## src/rtl/rv_core_pkg.sv

```systemverilog
`default_nettype none
// ============================================================================
//  Module      : rv_core_pkg
//  Description : Shared core constants and the fetch-entry {instr, pc} type.
//  Revision    : 1.0 - initial release
// ============================================================================
package rv_core_pkg;

    localparam int              XLEN             = 32;
    localparam int              INSTR_W          = 32;
    localparam logic [XLEN-1:0] PC_STEP          = 32'd4;
    localparam logic [XLEN-1:0] RESET_PC_DEFAULT = 32'h0000_0000;
    localparam logic [INSTR_W-1:0] NOP           = 32'h0000_0013;

    // One buffered fetch result: instruction word plus the address it came from.
    typedef struct packed {
        logic [INSTR_W-1:0] instr;
        logic [XLEN-1:0]    pc;
    } fetch_entry_t;

endpackage
`default_nettype wire

```

## src/rtl/fetch_fifo.sv

```systemverilog
`default_nettype none
// ============================================================================
//  Module      : fetch_fifo
//  Description : Synchronous FIFO of fetch entries. Flush beats push/pop;
//                push and pop together are both honoured even when full.
//  Revision    : 1.0 - initial release
// ============================================================================
module fetch_fifo
    import rv_core_pkg::*;
#(
    parameter int  DEPTH = 4,
    localparam int CW    = $clog2(DEPTH + 1),
    localparam int PW    = (DEPTH > 1) ? $clog2(DEPTH) : 1
) (
    input  logic          clk,
    input  logic          reset,
    input  logic          push_i,
    input  fetch_entry_t  wdata_i,
    input  logic          pop_i,
    input  logic          flush_i,
    output fetch_entry_t  rdata_o,
    output logic          full_o,
    output logic          empty_o,
    output logic [CW-1:0] count_o
);

    fetch_entry_t  mem_q [DEPTH];
    logic [PW-1:0] wr_ptr_q;
    logic [PW-1:0] rd_ptr_q;
    logic [CW-1:0] count_q;
    logic          do_push;
    logic          do_pop;

    function automatic logic [PW-1:0] ptr_inc(input logic [PW-1:0] p);
        return (p == PW'(DEPTH - 1)) ? '0 : p + PW'(1);
    endfunction

    assign full_o  = (count_q == CW'(DEPTH));
    assign empty_o = (count_q == '0);
    assign count_o = count_q;
    // Head is presented as zero when nothing is buffered.
    assign rdata_o = empty_o ? '0 : mem_q[rd_ptr_q];
    assign do_pop  = pop_i && !empty_o;
    // A push into a full FIFO is legal only when the head leaves the same cycle.
    assign do_push = push_i && (!full_o || do_pop);

    // Storage array; unreset because reads are masked while empty.
    always_ff @(posedge clk) begin
        if (do_push && !flush_i) begin
            mem_q[wr_ptr_q] <= wdata_i;
        end
    end

    // Pointers and occupancy; reset and flush both empty the queue.
    always_ff @(posedge clk) begin
        if (reset || flush_i) begin
            wr_ptr_q <= '0;
            rd_ptr_q <= '0;
            count_q  <= '0;
        end else begin
            if (do_push) wr_ptr_q <= ptr_inc(wr_ptr_q);
            if (do_pop)  rd_ptr_q <= ptr_inc(rd_ptr_q);
            count_q <= count_q + CW'(do_push) - CW'(do_pop);
        end
    end

endmodule
`default_nettype wire

```

## src/rtl/instr_fetch_unit.sv

```systemverilog
`default_nettype none
// ============================================================================
//  Module      : instr_fetch_unit
//  Description : Pipelined in-order instruction fetch with credit-limited
//                requests, response buffering and redirect-driven flushing.
//  Revision    : 1.0 - initial release
// ============================================================================
module instr_fetch_unit
    import rv_core_pkg::*;
#(
    parameter int              DEPTH    = 4,
    parameter logic [XLEN-1:0] RESET_PC = RESET_PC_DEFAULT
) (
    input  logic               clk,
    input  logic               reset,
    input  logic               redirect_valid,
    input  logic [XLEN-1:0]    redirect_pc,
    output logic               imem_req_valid,
    input  logic               imem_req_ready,
    output logic [XLEN-1:0]    imem_req_addr,
    input  logic               imem_rsp_valid,
    input  logic [INSTR_W-1:0] imem_rsp_data,
    output logic               instr_valid,
    input  logic               instr_ready,
    output logic [INSTR_W-1:0] instr,
    output logic [XLEN-1:0]    instr_pc
);

    localparam int CW = $clog2(DEPTH + 1);

    logic [XLEN-1:0] fetch_pc_q, fetch_pc_d;
    logic [XLEN-1:0] rsp_pc_q, rsp_pc_d;
    logic [CW-1:0]   outstanding_q, outstanding_d;
    logic [CW-1:0]   drop_cnt_q, drop_cnt_d;

    logic [CW-1:0]   fifo_count;
    logic            fifo_full;
    logic            fifo_empty;
    fetch_entry_t    fifo_head;
    fetch_entry_t    push_entry;
    logic [CW:0]     inflight;
    logic            credit_ok;
    logic            req_fire;
    logic            push;
    logic            pop;

    // Buffered plus outstanding words may never exceed the FIFO size, so
    // every response that is kept always has a free slot waiting for it.
    assign inflight       = {1'b0, fifo_count} + {1'b0, outstanding_q};
    assign credit_ok      = (inflight < (CW + 1)'(DEPTH));
    assign imem_req_valid = !reset && !redirect_valid && credit_ok;
    assign imem_req_addr  = fetch_pc_q;
    assign req_fire       = imem_req_valid && imem_req_ready;

    // Responses owed to a pre-redirect stream are swallowed via drop_cnt.
    assign push = imem_rsp_valid && (drop_cnt_q == '0) && !redirect_valid
                  && (!fifo_full || pop);
    assign pop  = instr_valid && instr_ready && !redirect_valid;

    assign push_entry  = '{instr: imem_rsp_data, pc: rsp_pc_q};
    assign instr_valid = !fifo_empty;
    assign instr       = fifo_head.instr;
    assign instr_pc    = fifo_head.pc;

    fetch_fifo #(
        .DEPTH (DEPTH)
    ) u_fifo (
        .clk     (clk),
        .reset   (reset),
        .push_i  (push),
        .wdata_i (push_entry),
        .pop_i   (pop),
        .flush_i (redirect_valid),
        .rdata_o (fifo_head),
        .full_o  (fifo_full),
        .empty_o (fifo_empty),
        .count_o (fifo_count)
    );

    // Next-state for fetch/response PCs and the in-flight bookkeeping.
    always_comb begin
        fetch_pc_d    = fetch_pc_q;
        rsp_pc_d      = rsp_pc_q;
        outstanding_d = outstanding_q + CW'(req_fire) - CW'(imem_rsp_valid);
        drop_cnt_d    = drop_cnt_q;
        if (redirect_valid) begin
            fetch_pc_d = redirect_pc;
            rsp_pc_d   = redirect_pc;
            // Everything still owed after this cycle belongs to the old stream.
            drop_cnt_d = outstanding_q - CW'(imem_rsp_valid);
        end else begin
            if (req_fire) fetch_pc_d = fetch_pc_q + PC_STEP;
            if (push)     rsp_pc_d   = rsp_pc_q + PC_STEP;
            if (imem_rsp_valid && (drop_cnt_q != '0)) begin
                drop_cnt_d = drop_cnt_q - CW'(1);
            end
        end
    end

    // State registers; reset restarts fetch at RESET_PC with nothing in flight.
    always_ff @(posedge clk) begin
        if (reset) begin
            fetch_pc_q    <= RESET_PC;
            rsp_pc_q      <= RESET_PC;
            outstanding_q <= '0;
            drop_cnt_q    <= '0;
        end else begin
            fetch_pc_q    <= fetch_pc_d;
            rsp_pc_q      <= rsp_pc_d;
            outstanding_q <= outstanding_d;
            drop_cnt_q    <= drop_cnt_d;
        end
    end

endmodule
`default_nettype wire
```

## config.mk

```make
export PLATFORM = sky130hd
export DESIGN_NAME = instr_fetch_unit
export DESIGN_NICKNAME = d
export VERILOG_FILES = /design/src/rtl/rv_core_pkg.sv /design/src/rtl/fetch_fifo.sv /design/src/rtl/instr_fetch_unit.sv
export SDC_FILE = /design/constraint.sdc
export NUM_CORES = 1
export LEC_CHECK = 0
export CORE_ASPECT_RATIO = 1.25
export CORE_UTILIZATION = 33
export CTS_CLUSTER_SIZE = 14
export DETAILED_ROUTE_END_ITERATION = 8
export PLACE_DENSITY = 0.63
export SLEW_MARGIN = 20
export SYNTH_ARGS = -nofsm -noshare
export SYNTH_HDL_FRONTEND = slang
export SYNTH_HIERARCHICAL = 1
export SYNTH_SLANG_ARGS = --single-unit
```

## constraint.sdc

```tcl
create_clock -name clk -period 26.1 [get_ports clk]
set_clock_uncertainty 0.1 [all_clocks]
set_input_delay 6.525 -clock clk [delete_from_list [all_inputs] [get_ports clk]]
set_output_delay 6.525 -clock clk [all_outputs]
set_load 0.05 [all_outputs]
```

; Word-level counts from Yosys, hierarchy flattened
; Memories as Yosys holds them, arrays and structs flattened. A register that Yosys moved wholly into a read port is not among the register bits.
; Index checks and enable logic that the tools add are counted.
[totals]
register_bits = 77
ram_bits = 256
inputBits = 70
output_inout_bits = 98
wordCells = 61
n_memories = 1
[memory_table]
columns = memory, words, word_bits, rd, rd_clocked_by_memory_dff, write_ports, line_no
row1 = u_fifo.mem_q, 4, 64, 1, 1, 1, fetch_fifo.sv:27  ; fetch_entry_t mem_q [DEPTH];
[classes]
add_sub_neg = 11
magnitude_cmp = 1
n_eq_ne = 3
mux = 13
n_reduce_logical = 25
[op_table]
columns = cell, n
row1 = 2-to-1 mux 32 bit, 4
row2 = adder 32 x 3 -> 32 bit (second input constant), 2
row3 = 2-to-1 mux 64 bit, 1
row4 = logical AND 1 bit, 12
row5 = subtractor 3 x 1 -> 3 bit, 3
row6 = 2-to-1 mux 2 bit, 4
row7 = adder 3 x 1 -> 3 bit, 2
row8 = zero test 3 bit, 2
row9 = 2-to-1 mux 3 bit, 2
row10 = nonzero test 2 bit, 3
row11 = adder 2 x 1 -> 2 bit (second input constant), 2
row12 = adder 3 x 3 -> 4 bit, 1
row13 = == test 2 bit (second input constant), 2
row14 = zero test 1 bit, 4
row15 = less-than comparator 4 x 3 -> 1 bit (second input constant), 1
row16 = == test 3 bit (second input constant), 1
row17 = logical OR 1 bit, 3
row18 = nonzero test 3 bit, 1
row19 = subtractor 3 x 1 -> 3 bit (second input constant), 1
row20 = 2-to-1 mux 1 bit, 2

; Depth between registers and ports, before layout
; Gate-level depths: netlist (run 1).
[logic_depth]
ltp_word = 10
depth_mapped = 13
ltp_nobuf = 12

; Hierarchy
; The synthesis (run 1) kept the hierarchy.
[modules_own_cells]
columns = module, n_inst, cells_each, area_each_um2, seq_area_each_um2
row1 = fetch_fifo, 1, 456, 10224.8, 7867.5
row2 = instr_fetch_unit, 1, 485, 3973.8, 1401.3

; Worst setup path after synthesis (run 1)
; OpenSTA, ideal clock, no wires.
[synth_timing]
path_type = input port to output port
from = input reset
to = output imem_req_valid
arrival_ns = 8.280
required_time_ns = 19.475
setup_slack_ns = 11.195
cell_stages = 4
path_buffers = 2
cell_sequence = clkbuf_2 or4_4 buf_6 nor3_1
[synth_between]
elab_chain_len = 3
[synth_rtl]
columns = item, line_no
row1 = from (decl), instr_fetch_unit.sv:15  ; input logic reset,
row2 = zero test 1 bit, instr_fetch_unit.sv:51  ; assign imem_req_valid = !reset && !redirect_valid && credit_ok;
row3 = logical AND 1 bit (2 in series), instr_fetch_unit.sv:51
row4 = to (decl), instr_fetch_unit.sv:18  ; output logic imem_req_valid,
; No other way between the ends.

; Final worst setup path (run 1)
; Ends and elaborated chain as after synthesis.

==> impl_metrics.yaml, run 1 <==
final_layout:
  nFillCells: 3895
  mostFrequentLayoutCell: "edfxtp_1"
  final_cell_area_sq_um: 17600
  multi_input_area_sq_um: 4530
  drive_gt1_share_pct: 13.6
  ff_latch_area_sq_um: 9280
  final_cell_mix: "edfxtp_1, clkdlybuf4s50_1, dfxtp_1"
  layout.nets: 1192
  syn2layout_area_growth_pct: 23.7
  n_antenna_cell: 0
  final_cells: 1688
  postLayoutCoreUtil_pct: 41.6
clocking:
  cts_buffer_depth: 3
  htreeDepth: 2
  cts_resized: 0
  cts_buffers: 35
  hold_buffers: 0
  clock_sinks: 335
  postCtsSetupBuffers: 0
  clk_pin_slew_ns: 0.06
  clk_latency_ns: 0.52
  cts_tree: "yes"
  cts_root_buf: "clkbuf_16"
setup_path:
  crit_arrival_ns: 8.55
  worstSetupEndpointType: "primary output"
  crit_type: "primary input to primary output"
  worstPathMaxFanout: 62
  crit_path_start_kind: "primary input"
  rrSetupSlack_ns: 22.08
  required_ns: 19.48
global_routing:
  antenna_found_initial: 0
  grt_pass1_vias: 8774
  grt_first_pass_wirelength_microns: 49200
  grt_usage_pct: 14.4
  grt_max_degree: 67
  overflow: 0
sta:
  fin_crit_ns: 15.17
  slew_violations: 0
  fmax_ghz: 0.0659
  tns_ns: 0
  worstMarginPinSlew_ns: 1.04
  max_slew_margin_pct: 30.7
  whs_ns: 0.367
  rsz0062_at_grt: "no"
  setup_viol: 0
  finalHoldViolCount: 0
  period_share_pct: 58.1
power_and_ir_drop:
  power.density_nw_per_um2: 70.1
  vdd_drop_max_mv: 0.0450
  p_leak_nw: 5.60
synthesis:
  ys_ff_latch: 335
  synthArstFlopShare_pct: 0
  synth-edff-count: 256
  synth_area_sq_um: 14200
  synth_top_family_by_area: "simple AND/OR/NAND/NOR gates"
  postSynthAreaPerCell_sq_um: 15.1
  synth_cell_type_count: 65
  synth_adder_area_share_pct: 1.69
  synth_compound_area_share_pct: 5.51
  synth_warnings: 6
  synth-xor-area-share_pct: 2.47
  netlist_instances: 941
  synth-simple-area-share_pct: 11.5
  synth_mux_area_share_pct: 10.5
  synth_nets: 1029
  synth_ff_type: "edfxtp_1"
  ys_seq_area_share_pct: 65.3
floorplan:
  top_level_ports: 168
  core_sq_um: 42300
  die_w_microns: 188
  dieArea_sq_um: 43900
  die_h_microns: 234
  num_rows: 84
  initial_core_util_pct: 33.6
detailed_routing:
  vias_per_cell: 5.04
  dr.pass1.iters: 5
  drtAntennaViolNets: 0
  drt_iter0_markers: 448
  wire_per_inst_microns: 18.5
  num_vias: 8501
  drc: 0
  finalWirelength_microns: 31300
outcome:
  status: "complete, no violations"
placement:
  gp_congestion: 0.826
  dpl_cell_area_sq_um: 16300
  port_buffers: 167
  placed_cells: 1626
  dp_hpwl_microns: 18800
flow_run:
  max_cap_viol_count: 0
hold_path:
  min_path_type: "flip-flop to flip-flop"
[path summary, 6_finish.rpt]
check | startpoint | to | depth (start not counted)
hold / removal | imem_req_addr[0] | imem_req_addr[0] | 2
hold reg to reg | imem_req_addr[0] | imem_req_addr[0] | 2
setup / recovery | reset | imem_req_valid | 5
setup reg to reg | u_fifo/count_o[1] | u_fifo/mem_q[1][40] | 8
[layer usage]
metal | track usage (%) | up-vias | routed length (microns)
met5 | 0 | - | 0
met1 | 19.2 | 4263 | 14400
met3 | 2.24 | 49 | 1280
li1 | - | 3932 | -
met2 | 23.8 | 257 | 14800
met4 | 4.85 | 0 | 782
[report_power, final]
group | internal, mW | leakage (nW) | switching (mW) | total (mW)
clock network | 0.329 | 0.586 | 0.198 | 0.527
registers | 0.588 | 2.98 | 0.0155 | 0.603
logic | 0.0417 | 2.03 | 0.0587 | 0.100
[stage by stage]
| stage | power, mW | setup WS, ns |
|---|---|---|
| 2_1_floorplan | 0.675 | 11.20 |
| 3_3_place_gp | 0.713 | 10.89 |
| 3_5_place_dp | 0.716 | 10.93 |
| 4_1_cts | 1.25 | 10.91 |
| 5_1_grt | 1.28 | 10.83 |
| 6_report | 1.23 | 10.93 |
[sequential cells by signal (all words and copies together) (netlist names), named ones only]
name,count
u_fifo/count_o,3
drop_cnt_q,3
rsp_pc_q,32
u_fifo/rd_ptr_q,2
u_fifo/mem_q,256
imem_req_addr,32
u_fifo/wr_ptr_q,2
outstanding_q,3
[synthesized netlist by cell type (all sizes together), types with 4 or more instances]
master	instances	area, sq um
a211oi	17	133
a21boi	16	120
a21oi	27	135
a31oi	12	75.1
a41oi	5	43.8
and2	8	50.1
and3	14	87.6
and4	9	78.8
buf	22	213
clkbuf	30	115
dfxtp	79	1580
edfxtp	256	7690
ha	16	200
inv	27	101
mux4	64	1440
nand2	48	183
nand3	34	175
nand4	19	119
nor2	38	143
nor2b	66	428
nor3	11	66.3
nor3b	5	37.5
nor4	5	46.3
o211ai	5	37.5
o21a	4	30.0
o21ai	11	55.1
o31a	4	35.0
or2	4	25.0
or3	8	50.1
or4	5	45.0
xnor2	19	166
xor2	21	184
[cell families (layout without fill, tap and decap cells)]
group	count (synthesis)	after routing
flip-flops	335	335
AND/OR/NAND/NOR	285	285
AO/OA/AOI/OAI	114	114
buffers and inverters	80	268
multiplexers	69	69
XOR/XNOR	40	40
adder cells (fa/ha/maj)	18	18
[final cells by class]
| type | count | share of cell area, % |
|---|---|---|
| multi-input cells | 526 | 25.8 |
| inverters | 28 | 0.598 |
| well taps | 559 | 3.98 |
| repair buffers | 178 | 9.93 |
| flip-flops and latches | 335 | 52.8 |
| clock inverters | 15 | 1.44 |
| clock buffers | 47 | 5.48 |
[worst max-delay path: stages]
cell             delay, ns
buf_2                 0.10
buf_4                 0.30
or4_4                 0.56
nor3_1                0.20
clkdlybuf4s50_1       0.83
No activity file was read; power rests on OpenSTA's default activity.
==> run 2: changes to the inputs <==
==> constraint.sdc (replaced) <==
create_clock -name clk -period 13.98 [get_ports clk]
set_clock_uncertainty 0.1 [all_clocks]
set_input_delay 3.495 -clock clk [delete_from_list [all_inputs] [get_ports clk]]
set_output_delay 3.495 -clock clk [all_outputs]
set_load 0.05 [all_outputs]
==> impl_metrics.yaml, run 2 (synthesis gave the netlist of run 1 again) <==
setup_path:
  rr_endpoint: "u_fifo/mem_q[2][16]"
  reg2reg_depth: 8
  crit_path_start_kind: "primary input"
  crit_chain: "buf_2 -> buf_4 -> or4_4 -> nor3_1 -> clkdlybuf4s50_1"
  rrSetupSlack_ns: 9.89
  cpLargestDelayFamily: "buffers and inverters"
  critPathMaxStageDelay_ns: 0.83
  worstSetupEndpointType: "primary output"
  worstPathMaxFanout: 62
  crit_type: "primary input to primary output"
  crit_path_end: "imem_req_valid"
  critPathSlowestCell: "clkdlybuf4s50_1"
  required_ns: 10.39
  critPathLaunch: "reset"
  crit_buf_inv: 3
  path_depth: 5
  crit_arrival_ns: 5.54
  r2r_start: "u_fifo/count_o[1]"
clocking:
  clk_latency_ns: 0.53
  cts_root_buf: "clkbuf_16"
  clk_pin_slew_ns: 0.06
  cts_buffer_depth: 3
  clock_sinks: 335
  hold_buffers: 0
  htreeDepth: 2
  postCtsSetupBuffers: 0
  cts_tree: "yes"
  cts_resized: 0
  cts_buffers: 36
global_routing:
  grt_max_degree: 67
  antenna_found_initial: 0
  overflow: 0
  grt_first_pass_wirelength_microns: 49000
  grt_pass1_vias: 8821
  grt_usage_pct: 14.3
power_and_ir_drop:
  power.density_nw_per_um2: 127
  p_leak_nw: 5.55
  vdd_drop_max_mv: 0.0701
floorplan:
  dieArea_sq_um: 43900
  initial_core_util_pct: 33.6
  die_w_microns: 188
  top_level_ports: 168
  die_h_microns: 234
  num_rows: 84
  core_sq_um: 42300
detailed_routing:
  drtAntennaViolNets: 0
  drc: 0
  finalWirelength_microns: 31100
  dr.pass1.iters: 5
  num_vias: 8477
  wire_per_inst_microns: 18.4
  drt_iter0_markers: 409
  vias_per_cell: 5.02
final_layout:
  final_cell_mix: "edfxtp_1, clkdlybuf4s50_1, dfxtp_1"
  drive_gt1_share_pct: 13.8
  regMostFlops: "u_fifo/mem_q"
  final_cell_area_sq_um: 17500
  n_antenna_cell: 0
  syn2layout_area_growth_pct: 23.1
  largest_reg_flops: 256
  postLayoutCoreUtil_pct: 41.4
  layout.nets: 1192
  nFillCells: 3918
  mostFrequentLayoutCell: "edfxtp_1"
flow_run:
  max_cap_viol_count: 0
sta:
  whs_ns: 0.353
  period_share_pct: 65.4
  slew_violations: 0
  rsz0062_at_grt: "no"
  fin_crit_ns: 9.14
  finalHoldViolCount: 0
  worst_slack_ns: 4.84
  tns_ns: 0
  setup_viol: 0
  worstMarginPinSlew_ns: 1.09
  max_slew_margin_pct: 27.2
  fmax_ghz: 0.109
placement:
  dpl_cell_area_sq_um: 16300
  port_buffers: 167
  dpl_worst_slack_ns: 4.84
  dp_hpwl_microns: 18700
  gp_congestion: 0.819
outcome:
  status: "complete, no violations"
hold_path:
  min_path_type: "flip-flop to flip-flop"
run 2: worst min path at each step:
stage                        from               end  cells after the start
2_1_floorplan  u_fifo/rd_ptr_q[1]         flip-flop                      2
3_3_place_gp   u_fifo/rd_ptr_q[1]         flip-flop                      2
3_5_place_dp     imem_req_addr[0]  imem_req_addr[0]                      2
4_1_cts          imem_req_addr[0]  imem_req_addr[0]                      2
5_1_grt          imem_req_addr[0]  imem_req_addr[0]                      2
6_report         imem_req_addr[0]  imem_req_addr[0]                      2
run 2: through the flow:
stage | total power [mW] | instances
after floorplan | 1.26 | 941
after global placement | 1.33 | 1625
after detailed placement | 1.34 | 1625
after CTS | 2.25 | 1690
after global routing | 2.30 | 1690
final | 2.22 | 1690
run 2: cell type report:
type	count	area, sq um	area share [%]
inverters	28	105	0.601
clock inverters	22	178	1.02
well taps	559	699	4.00
repair buffers	177	1740	9.96
flip-flops and latches	335	9280	53.1
multi-input cells	526	4530	25.9
clock buffers	43	948	5.43
run 2: layer usage:
layer / global-route usage (%) / part of all wire [%] / routed length [microns] / vias to the layer above
met5: 0 / 0 / 0 / -
met4: 4.62 / 2.3 / 729 / 0
met3: 2.60 / 5.3 / 1640 / 47
met2: 24.1 / 48 / 14800 / 261
met1: 18.8 / 45 / 13900 / 4231
li1: - / - / - / 3938
run 2: where the power goes:
part           leakage [nW]  switching (mW)  internal, mW
logic                  2.03           0.109        0.0782
registers              2.98          0.0283          1.10
clock network         0.537           0.378         0.524
run 2: tightest hold or removal path, delay by kind of cell (launching register included):
| kind | cells | cell delay (ns) |
|---|---|---|
| flops | 1 | 0.31 |
| simple gates | 1 | 0.05 |
| compound gates | 1 | 0.05 |
